--- src/rtl/ram_burst_ctrl.sv ---
// Burst sequencer in front of a single-port RAM: turns one read or write burst
// command into per-beat RAM strobes, with a fixed-latency read return stream.
module ram_burst_ctrl #(
    parameter int ADDR_W = 10,
    parameter int DATA_W = 8,
    parameter int LEN_W  = 8
) (
    input  logic              clk,
    input  logic              rst_n,
    input  logic              cmd_valid,
    output logic              cmd_ready,
    input  logic              cmd_rw,
    input  logic [ADDR_W-1:0] cmd_addr,
    input  logic [LEN_W-1:0]  cmd_len,
    input  logic [DATA_W-1:0] wdata,
    input  logic              wvalid,
    output logic              wready,
    output logic [DATA_W-1:0] rdata,
    output logic              rvalid,
    output logic              done,
    output logic              ram_cs,
    output logic              ram_wr,
    output logic              ram_read,
    output logic [ADDR_W-1:0] ram_addr,
    output logic [DATA_W-1:0] ram_datain,
    input  logic [DATA_W-1:0] ram_dataout
);

    localparam logic [2:0] ST_IDLE   = 3'd0;
    localparam logic [2:0] ST_WRITE  = 3'd1;
    localparam logic [2:0] ST_WFIN   = 3'd2;
    localparam logic [2:0] ST_READ   = 3'd3;
    localparam logic [2:0] ST_RDRAIN = 3'd4;

    logic [2:0]        state_r;
    logic [2:0]        state_nx_s;
    logic [ADDR_W-1:0] ptr_r;
    logic [LEN_W:0]    beats_r;
    logic              pend_r;
    logic              accept_s;
    logic              wbeat_s;
    logic              issue_s;
    logic              last_s;
    logic              drain_done_s;
    logic              drain_empty_s;

    assign accept_s      = cmd_valid & cmd_ready;
    assign wbeat_s       = (state_r == ST_WRITE) & wvalid;
    assign issue_s       = (state_r == ST_READ);
    assign last_s        = (beats_r == {{LEN_W{1'b0}}, 1'b1});
    // The last read has returned once its pending bit is set and no strobe is behind it.
    assign drain_done_s  = (state_r == ST_RDRAIN) & pend_r & ~ram_read;
    assign drain_empty_s = ~pend_r & ~ram_read;

    // Next-state decode for the burst sequencer.
    always_comb begin
        state_nx_s = state_r;
        case (state_r)
            ST_IDLE: begin
                if (accept_s) begin
                    state_nx_s = cmd_rw ? ST_WRITE : ST_READ;
                end else begin
                    state_nx_s = ST_IDLE;
                end
            end
            ST_WRITE: begin
                if (wbeat_s && last_s) begin
                    state_nx_s = ST_WFIN;
                end else begin
                    state_nx_s = ST_WRITE;
                end
            end
            ST_WFIN: begin
                state_nx_s = ST_IDLE;
            end
            ST_READ: begin
                if (last_s) begin
                    state_nx_s = ST_RDRAIN;
                end else begin
                    state_nx_s = ST_READ;
                end
            end
            ST_RDRAIN: begin
                if (drain_empty_s) begin
                    state_nx_s = ST_IDLE;
                end else begin
                    state_nx_s = ST_RDRAIN;
                end
            end
            default: begin
                state_nx_s = ST_IDLE;
            end
        endcase
    end

    // State, handshake outputs, address pointer and beat counter.
    always_ff @(posedge clk or negedge rst_n) begin
        if (!rst_n) begin
            state_r   <= ST_IDLE;
            cmd_ready <= 1'b1;
            wready    <= 1'b0;
            ptr_r     <= {ADDR_W{1'b0}};
            beats_r   <= {(LEN_W+1){1'b0}};
        end else begin
            state_r   <= state_nx_s;
            cmd_ready <= (state_nx_s == ST_IDLE);
            wready    <= (state_nx_s == ST_WRITE);
            if (accept_s) begin
                ptr_r   <= cmd_addr;
                beats_r <= {1'b0, cmd_len} + {{LEN_W{1'b0}}, 1'b1};
            end else if (wbeat_s || issue_s) begin
                ptr_r   <= ptr_r + {{(ADDR_W-1){1'b0}}, 1'b1};
                beats_r <= beats_r - {{LEN_W{1'b0}}, 1'b1};
            end
        end
    end

    // Registered RAM strobes; they fall back to idle in any cycle without a beat.
    always_ff @(posedge clk or negedge rst_n) begin
        if (!rst_n) begin
            ram_cs     <= 1'b0;
            ram_wr     <= 1'b0;
            ram_read   <= 1'b0;
            ram_addr   <= {ADDR_W{1'b0}};
            ram_datain <= {DATA_W{1'b0}};
        end else begin
            ram_cs   <= wbeat_s | issue_s;
            ram_wr   <= wbeat_s;
            ram_read <= issue_s;
            if (wbeat_s || issue_s) begin
                ram_addr <= ptr_r;
            end
            if (wbeat_s) begin
                ram_datain <= wdata;
            end
        end
    end

    // Read return pipeline and completion pulse.
    always_ff @(posedge clk or negedge rst_n) begin
        if (!rst_n) begin
            pend_r <= 1'b0;
            rvalid <= 1'b0;
            rdata  <= {DATA_W{1'b0}};
            done   <= 1'b0;
        end else begin
            pend_r <= ram_read;
            rvalid <= pend_r;
            if (pend_r) begin
                rdata <= ram_dataout;
            end
            done <= drain_done_s | (state_r == ST_WFIN);
        end
    end

endmodule

--- config.mk ---
export PLATFORM = sky130hd
export DESIGN_NAME = ram_burst_ctrl
export DESIGN_NICKNAME = d
export VERILOG_FILES = /design/src/rtl/ram_burst_ctrl.sv
export SDC_FILE = /design/constraint.sdc
export NUM_CORES = 1
export LEC_CHECK = 0
export BUFFER_PORTS_ARGS = -buffer_cell sky130_fd_sc_hd__buf_2
export CAP_MARGIN = 20
export CORE_ASPECT_RATIO = 0.5
export CORE_UTILIZATION = 30
export DETAILED_ROUTE_END_ITERATION = 8
export PLACE_DENSITY = 0.53
export SKIP_CTS_REPAIR_TIMING = 1
export SYNTH_ARGS = -nofsm -noshare
export SYNTH_HDL_FRONTEND = slang
export SYNTH_SLANG_ARGS = --single-unit
export TNS_END_PERCENT = 10
--- constraint.sdc ---
create_clock -name clk -period 1.8 [get_ports clk]
set_input_delay 0 -clock clk [delete_from_list [all_inputs] [get_ports clk]]
set_output_delay 0 -clock clk [all_outputs]
set_load 0.005 [all_outputs]
==> run metrics, run 1 <==
outcome complete, but fails checks; failing checks negative hold slack; Ys Warns 0; initial antenna violation count 0; # diodes 0; vias in the first global route 2028; top area cells in the synthesized netlist dfrtp_1, mux2_2, nand2_1; layout cells sized above 1 31.2%; DRC 0; Final Util 43.2%; Gate Count Post-Synth 249; critical path launch point type flip-flop; critical path class reg -> reg; 1st-pass router iterations 4; Placed Cells between 400 and 500; Initial DRC Count 103; Finished Layout Cells 465; Final WS setup 0.154 ns; Worst setup EP type flip-flop; core area 8200 um^2; die area 9070 um^2; crit-path max FO 3; final hold vios 1; slew margin rel. 68.2%; VDD IR max between 0.5 and 0.6 mV; clk_lat worst skew 0.29 ns; clk sink count 56; number of flops mapped to enable cells by yosys 0; synthesized cell area 2600 um^2; Fin Setup TNS 0 ns; pwr dens 1510 nW/um^2; area of the multi-input gates 1120 um^2; port buffer count 71; final-layout fill cell count 816; Fmax 0.607 GHz; Least-Margin Pin Slew 0.476 ns; pin count of the biggest net entering global routing 21; post-route design area ~3500 um^2; first-pass GRT wire length approximately 9700 um; Worst EP arrival 1.88 ns; Die Ht 67.9 um; dominant synthesized flop cell dfrtp_1; max_cap viols 0; Bufs and invs on worst path 0; clock skew 0.00701 ns; top-level port count a little over 70; clk buf depth 2; crit-path cells or3_1, or4_1, a22oi_1, o2bb2a_1; nets 395; CTS clk-pin slew, worst paths around 0.07 ns; Synth cell types 38; Placement Cell Area 3120 um^2; post-synthesis sequential area ratio 53.9%; Via-to-Cell Ratio 4.60; CP max-delay cell or4_1; CTS root buf clkbuf_16; x dimension of the die 134 um; final setup vio count 0; post-route ant nets 0; area grow syn2layout 36.0%; Global Route Usage Sum 14.0%; share of the synthesized area in the top cell type a little over half; min Tclk post-route 1.65 ns; CTS tree yes; drt wl/cell around 13 um; Routed WL between 6000 and 7000 um; Final Max Tran Viols 0; HPWL Detailed between 4000 and 5000 um; Critical Path RT roughly 2 ns; fraction of registers with async set/reset 100%; cell leakage power 1.64 nW; Avg Cell Area, Syn 10.5 um^2; Final Cycle Share 91.5%; Crit path max-delay family simple AND/OR/NAND/NOR gates; type of the most critical hold path in -> reg; CP max stage delay 0.47 ns; num rows 23; largest area contributor in the netlist dfrtp_1; CTS H-tree depth 2; Reg area about 1400 um^2; routability cong. 0.815; pre-CTS setup slack 0.185 ns; Initial Utilization 31.7%; syn nets between 200 and 300; hold slack -0.0205 ns; total gr overflow 0; via count 2137; flops & latches, synth 56; TritonCTS buffer count 5; RSZ-0062 raised after global routing false
[routing by layer]
layer | vias up | share of wire [%] | wire [um] | global-route usage (%)
li1 | 1062 | - | - | -
met1 | 1033 | 46 | 2820 | 17.7
met2 | 38 | 48 | 2990 | 24.0
met3 | 4 | 5.3 | 326 | 4.07
met4 | 0 | 0.76 | 47 | 3.84
met5 | - | 0 | 0 | 0
[worst min-delay path: stages]
cell and delay, ns:
buf_2 0.10, nor2_1 0.09, a31oi_1 0.04
[stage by stage]
step / hold slack (ns) / power (mW)
final: -0.0205 / 5.34
after global placement: -0.0382 / 4.26
after floorplan: -0.296 / 3.54
after detailed placement: -0.0321 / 4.34
after CTS: -0.344 / 5.35
after global routing: 0.0136 / 5.79
[cells in the mapped netlist, drive strengths merged, types with 2 or more instances]
cell type	n
xor2	5
dfrtp	55
nor3	2
nand2b	2
nand3	14
a21oi	2
nand4	7
mux2i	4
nor2b	2
mux2	16
clkbuf	3
inv	9
o21ai	17
nand2	45
nor2	12
xnor2	16
ha	4
nor4	8
or3	2
a31oi	2
buf	8
nor4b	3
[power by group]
group / total (mW) / internal (mW) / switching [mW]
Combinational: 2.03 / 1.03 / 1.00
Sequential: 2.32 / 1.86 / 0.465
Clock: 0.982 / 0.555 / 0.428
Total: 5.34 / 3.44 / 1.90
[final timing paths]
path | start | cells past startpoint | slack, ns | to
setup / recovery | beats_r[5]$_DFFE_PN0P_ | 4 | 0.15 | beats_r[8]$_DFFE_PN0P_
hold / removal | cmd_addr[1] | 3 | -0.02 | ptr_r[1]$_DFFE_PN0P_
setup reg to reg | beats_r[5]$_DFFE_PN0P_ | 4 | 0.15 | beats_r[8]$_DFFE_PN0P_
hold reg to reg | ram_read$_DFF_PN0_ | 0 | 0.43 | pend_r$_DFF_PN0_
max in group asynchronous | rst_n | 3 | 0.92 | cmd_ready$_DFF_PN1_
min in group asynchronous | rst_n | 2 | 0.19 | ram_datain[1]$_DFFE_PN0N_
[cells in the final DEF (no fill, tap or decap), types with 2 or more instances in the layout]
master,synthesis,final
buf_2,6,71
dfrtp_1,55,55
nand2_1,44,44
dlygate4sd3_1,0,27
o21ai_0,17,17
xnor2_1,16,16
mux2_2,16,16
nand3_1,14,14
nor2_1,11,11
inv_1,9,9
buf_4,1,9
nor4_1,7,7
nand4_1,7,7
xor2_1,5,5
clkbuf_16,0,5
mux2i_1,4,4
ha_1,4,4
nor4b_1,3,3
nor2b_1,2,2
a21oi_1,2,2
nand2b_1,2,2
nor3_1,2,2
a31oi_1,2,2
or3_1,2,2
[state kept, by name, indices dropped and copies added, names as in the netlist, 3 cells and up]
signal / cells
beats_r: 9
state_r: 3
ram_datain: 8
ptr_r: 10
rdata: 8
ram_addr: 10
[layout make-up]
type | instances | area share [%]
Sequential cell | 56 | 39.6
Clock buffer | 7 | 4.03
Inverter | 9 | 0.954
Tap cell | 112 | 3.96
Timing Repair Buffer | 107 | 19.6
Clock inverter | 1 | 0.212
Multi-Input combinational cell | 173 | 31.6
[logic make-up after synthesis]
group           Yosys count  share of synthesized area, %
compound gates           26                          5.82
xor+xnor                 21                          7.07
fa+ha+maj                 4                          1.92
buf+inv                  20                          3.32
flops                    56                          53.9
mux                      20                          8.46
simple gates            102                          19.5
Note: power is estimated with default switching activity, not from simulation.
==> inputs of run 2 (changes only) <==
--- a/config.mk
+++ b/config.mk
@@ -7,10 +7,12 @@
 export LEC_CHECK = 0
 export BUFFER_PORTS_ARGS = -buffer_cell sky130_fd_sc_hd__buf_2
 export CAP_MARGIN = 20
+export CELL_PAD_IN_SITES_DETAIL_PLACEMENT = 1
+export CELL_PAD_IN_SITES_GLOBAL_PLACEMENT = 1
 export CORE_ASPECT_RATIO = 0.5
 export CORE_UTILIZATION = 30
 export DETAILED_ROUTE_END_ITERATION = 8
-export PLACE_DENSITY = 0.53
+export PLACE_DENSITY = 0.65
 export SKIP_CTS_REPAIR_TIMING = 1
 export SYNTH_ARGS = -nofsm -noshare
 export SYNTH_HDL_FRONTEND = slang
==> run 2 against run 1 <==
Compared with the run above: the flow still finishes with violations (negative hold slack); final cell count shrank 0.22%; non-clock buffer count shrank 1; fmax shrank 0.28%; clock skew grew 0.00080 ns; critical path depth is the same; register-to-register slack is essentially flat; die area is the same; cell area shrank 0.28%; global-route usage grew 1.4 points; via count grew 1.5%; critical endpoint unchanged.
==> run metrics, run 2 (same netlist as run 1, synthesis figures left out) <==
DRC 0; # diodes 0; final hold vios 2; max_cap viols 0; routability cong. 0.841; Reg area between 1000 and 1500 um^2; Fmax 0.606 GHz; min Tclk post-route approximately 1.7 ns; CTS tree yes; initial antenna violation count 0; pwr dens 1530 nW/um^2; port buffer count between 70 and 80; layout cells sized above 1 around a third; area grow syn2layout 35.6%; r2r setup slk 0.15 ns; clock skew 0.00780 ns; Final Cycle Share approximately 92%; Initial DRC Count 158; Final Max Tran Viols 0; clock power share 17.7%; clk buf depth 2; num rows 23; Crit path max-delay family simple AND/OR/NAND/NOR gates; 1st-pass router iterations 4; combinational share of power 39.0%; cell leakage power 1.64 nW; most common cell after layout, fill and taps aside buf_2; Critical path origin beats_r[5]$_DFFE_PN0P_; die area 9070 um^2; Internal 3.43 mW; critical path class reg -> reg; drt wl/cell 14.8 um; total gr overflow 0; Fin Setup TNS 0 ns; Die Ht 67.9 um; Initial Utilization between 30% and 40%; crit-path max FO 3; switching pwr 1.96 mW; final setup vio count 0; reg-to-reg critical path startpoint beats_r[5]$_DFFE_PN0P_; Least-Margin Pin Slew 0.702 ns; HPWL Detailed 5080 um; Global Route Usage Sum 15.4%; CTS root buf clkbuf_16; clk sink count 56; final-layout fill cell count around 970; switch share 36.4%; nets between 300 and 400; hold slack -0.00801 ns; Routed WL 6860 um; CP max stage delay 0.48 ns; CTS clk-pin slew, worst paths 0.07 ns; crit-path cells or3_1, or4_1, a22oi_1, o2bb2a_1; HP Start cmd_addr[9]; Critical Path RT 2.02 ns; slew margin rel. 53.2%; Finished Layout Cells 464; RSZ-0062 raised after global routing false; post-route ant nets 0; core area between 8000 and 9000 um^2; Placed Cells 430; TritonCTS buffer count 5; top-level port count 72; clk_lat worst skew roughly 0.29 ns; vias in the first global route 2138; Via-to-Cell Ratio 4.68; Worst EP arrival roughly 1.9 ns; Worst setup EP type flip-flop; commonest cells after routing, fill and taps aside buf_2, dfrtp_1, nand2_1, dlygate4sd3_1, o21ai_0; Bufs and invs on worst path 0; CP max-delay cell or4_1; first-pass GRT wire length 10800 um; CTS H-tree depth 2; outcome complete, but fails checks; failing checks negative hold slack; Reg power frac a little over two fifths; area of the multi-input gates 1130 um^2; pin count of the biggest net entering global routing 57; type of the most critical hold path in -> reg; top flop regs ptr_r x10, ram_addr x10, beats_r x9; critical path launch point type flip-flop; via count between 2000 and 2500; x dimension of the die roughly 130 um; VDD IR max 0.502 mV
run 2: power groups by stage:
stage,Clock [mW],Sequential (mW),Combinational (mW)
finish,0.952,2.33,2.10
global route,1.03,2.43,2.36
CTS,0.994,2.34,2.08
detailed placement,0,2.36,2.07
global placement,0,2.31,1.99
floorplan,0,2.26,1.28
run 2: layout make-up:
cell class | count | share of cell area [%]
tap | 112 | 3.97
inverter | 9 | 0.957
clock buffer | 7 | 3.76
timing repair buffer | 106 | 19.4
multi-input combinational | 173 | 32.0
clock inverter | 1 | 0.248
sequential | 56 | 39.7
run 2: final timing paths:
kind / endpoint / cells past startpoint
hold reg to reg: pend_r$_DFF_PN0_ / 0
setup reg to reg: beats_r[8]$_DFFE_PN0P_ / 4
hold / removal: ptr_r[9]$_DFFE_PN0P_ / 3
max in group asynchronous: ptr_r[8]$_DFFE_PN0P_ / 3
min in group asynchronous: ram_datain[3]$_DFFE_PN0N_ / 3
setup / recovery: beats_r[8]$_DFFE_PN0P_ / 4
run 2: through the flow:
stage | hold WS [ns] | worst slack [ns] | power, mW | instance area [um^2] | util, %
after floorplan | -0.296 | 0.210 | 3.54 | 2600 | -
after global placement | 0.171 | 0.199 | 4.30 | 3120 | 38.0
after detailed placement | 0.189 | 0.143 | 4.43 | 3120 | 38.0
after CTS | -0.129 | 0.125 | 5.41 | 3260 | 39.8
after global routing | 0.00834 | 0.0487 | 5.82 | 3530 | 43.0
final | -0.00801 | 0.149 | 5.39 | 3530 | 43.0
run 2: per-layer routing:
| metal | vias up | track usage (%) | routed length [um] | part of all wire, % |
|---|---|---|---|---|
| li1 | 1060 | - | - | - |
| met2 | 37 | 26.7 | 3390 | 49 |
| met5 | - | 0 | 0 | 0 |
| met3 | 2 | 4.59 | 278 | 4.1 |
| met1 | 1071 | 19.3 | 3170 | 46 |
| met4 | 0 | 3.69 | 24 | 0.35 |
run 2: tightest hold or removal path, stage by stage:
cell and delay, ns:
buf_2 0.10, nor2_1 0.10, a31oi_1 0.05
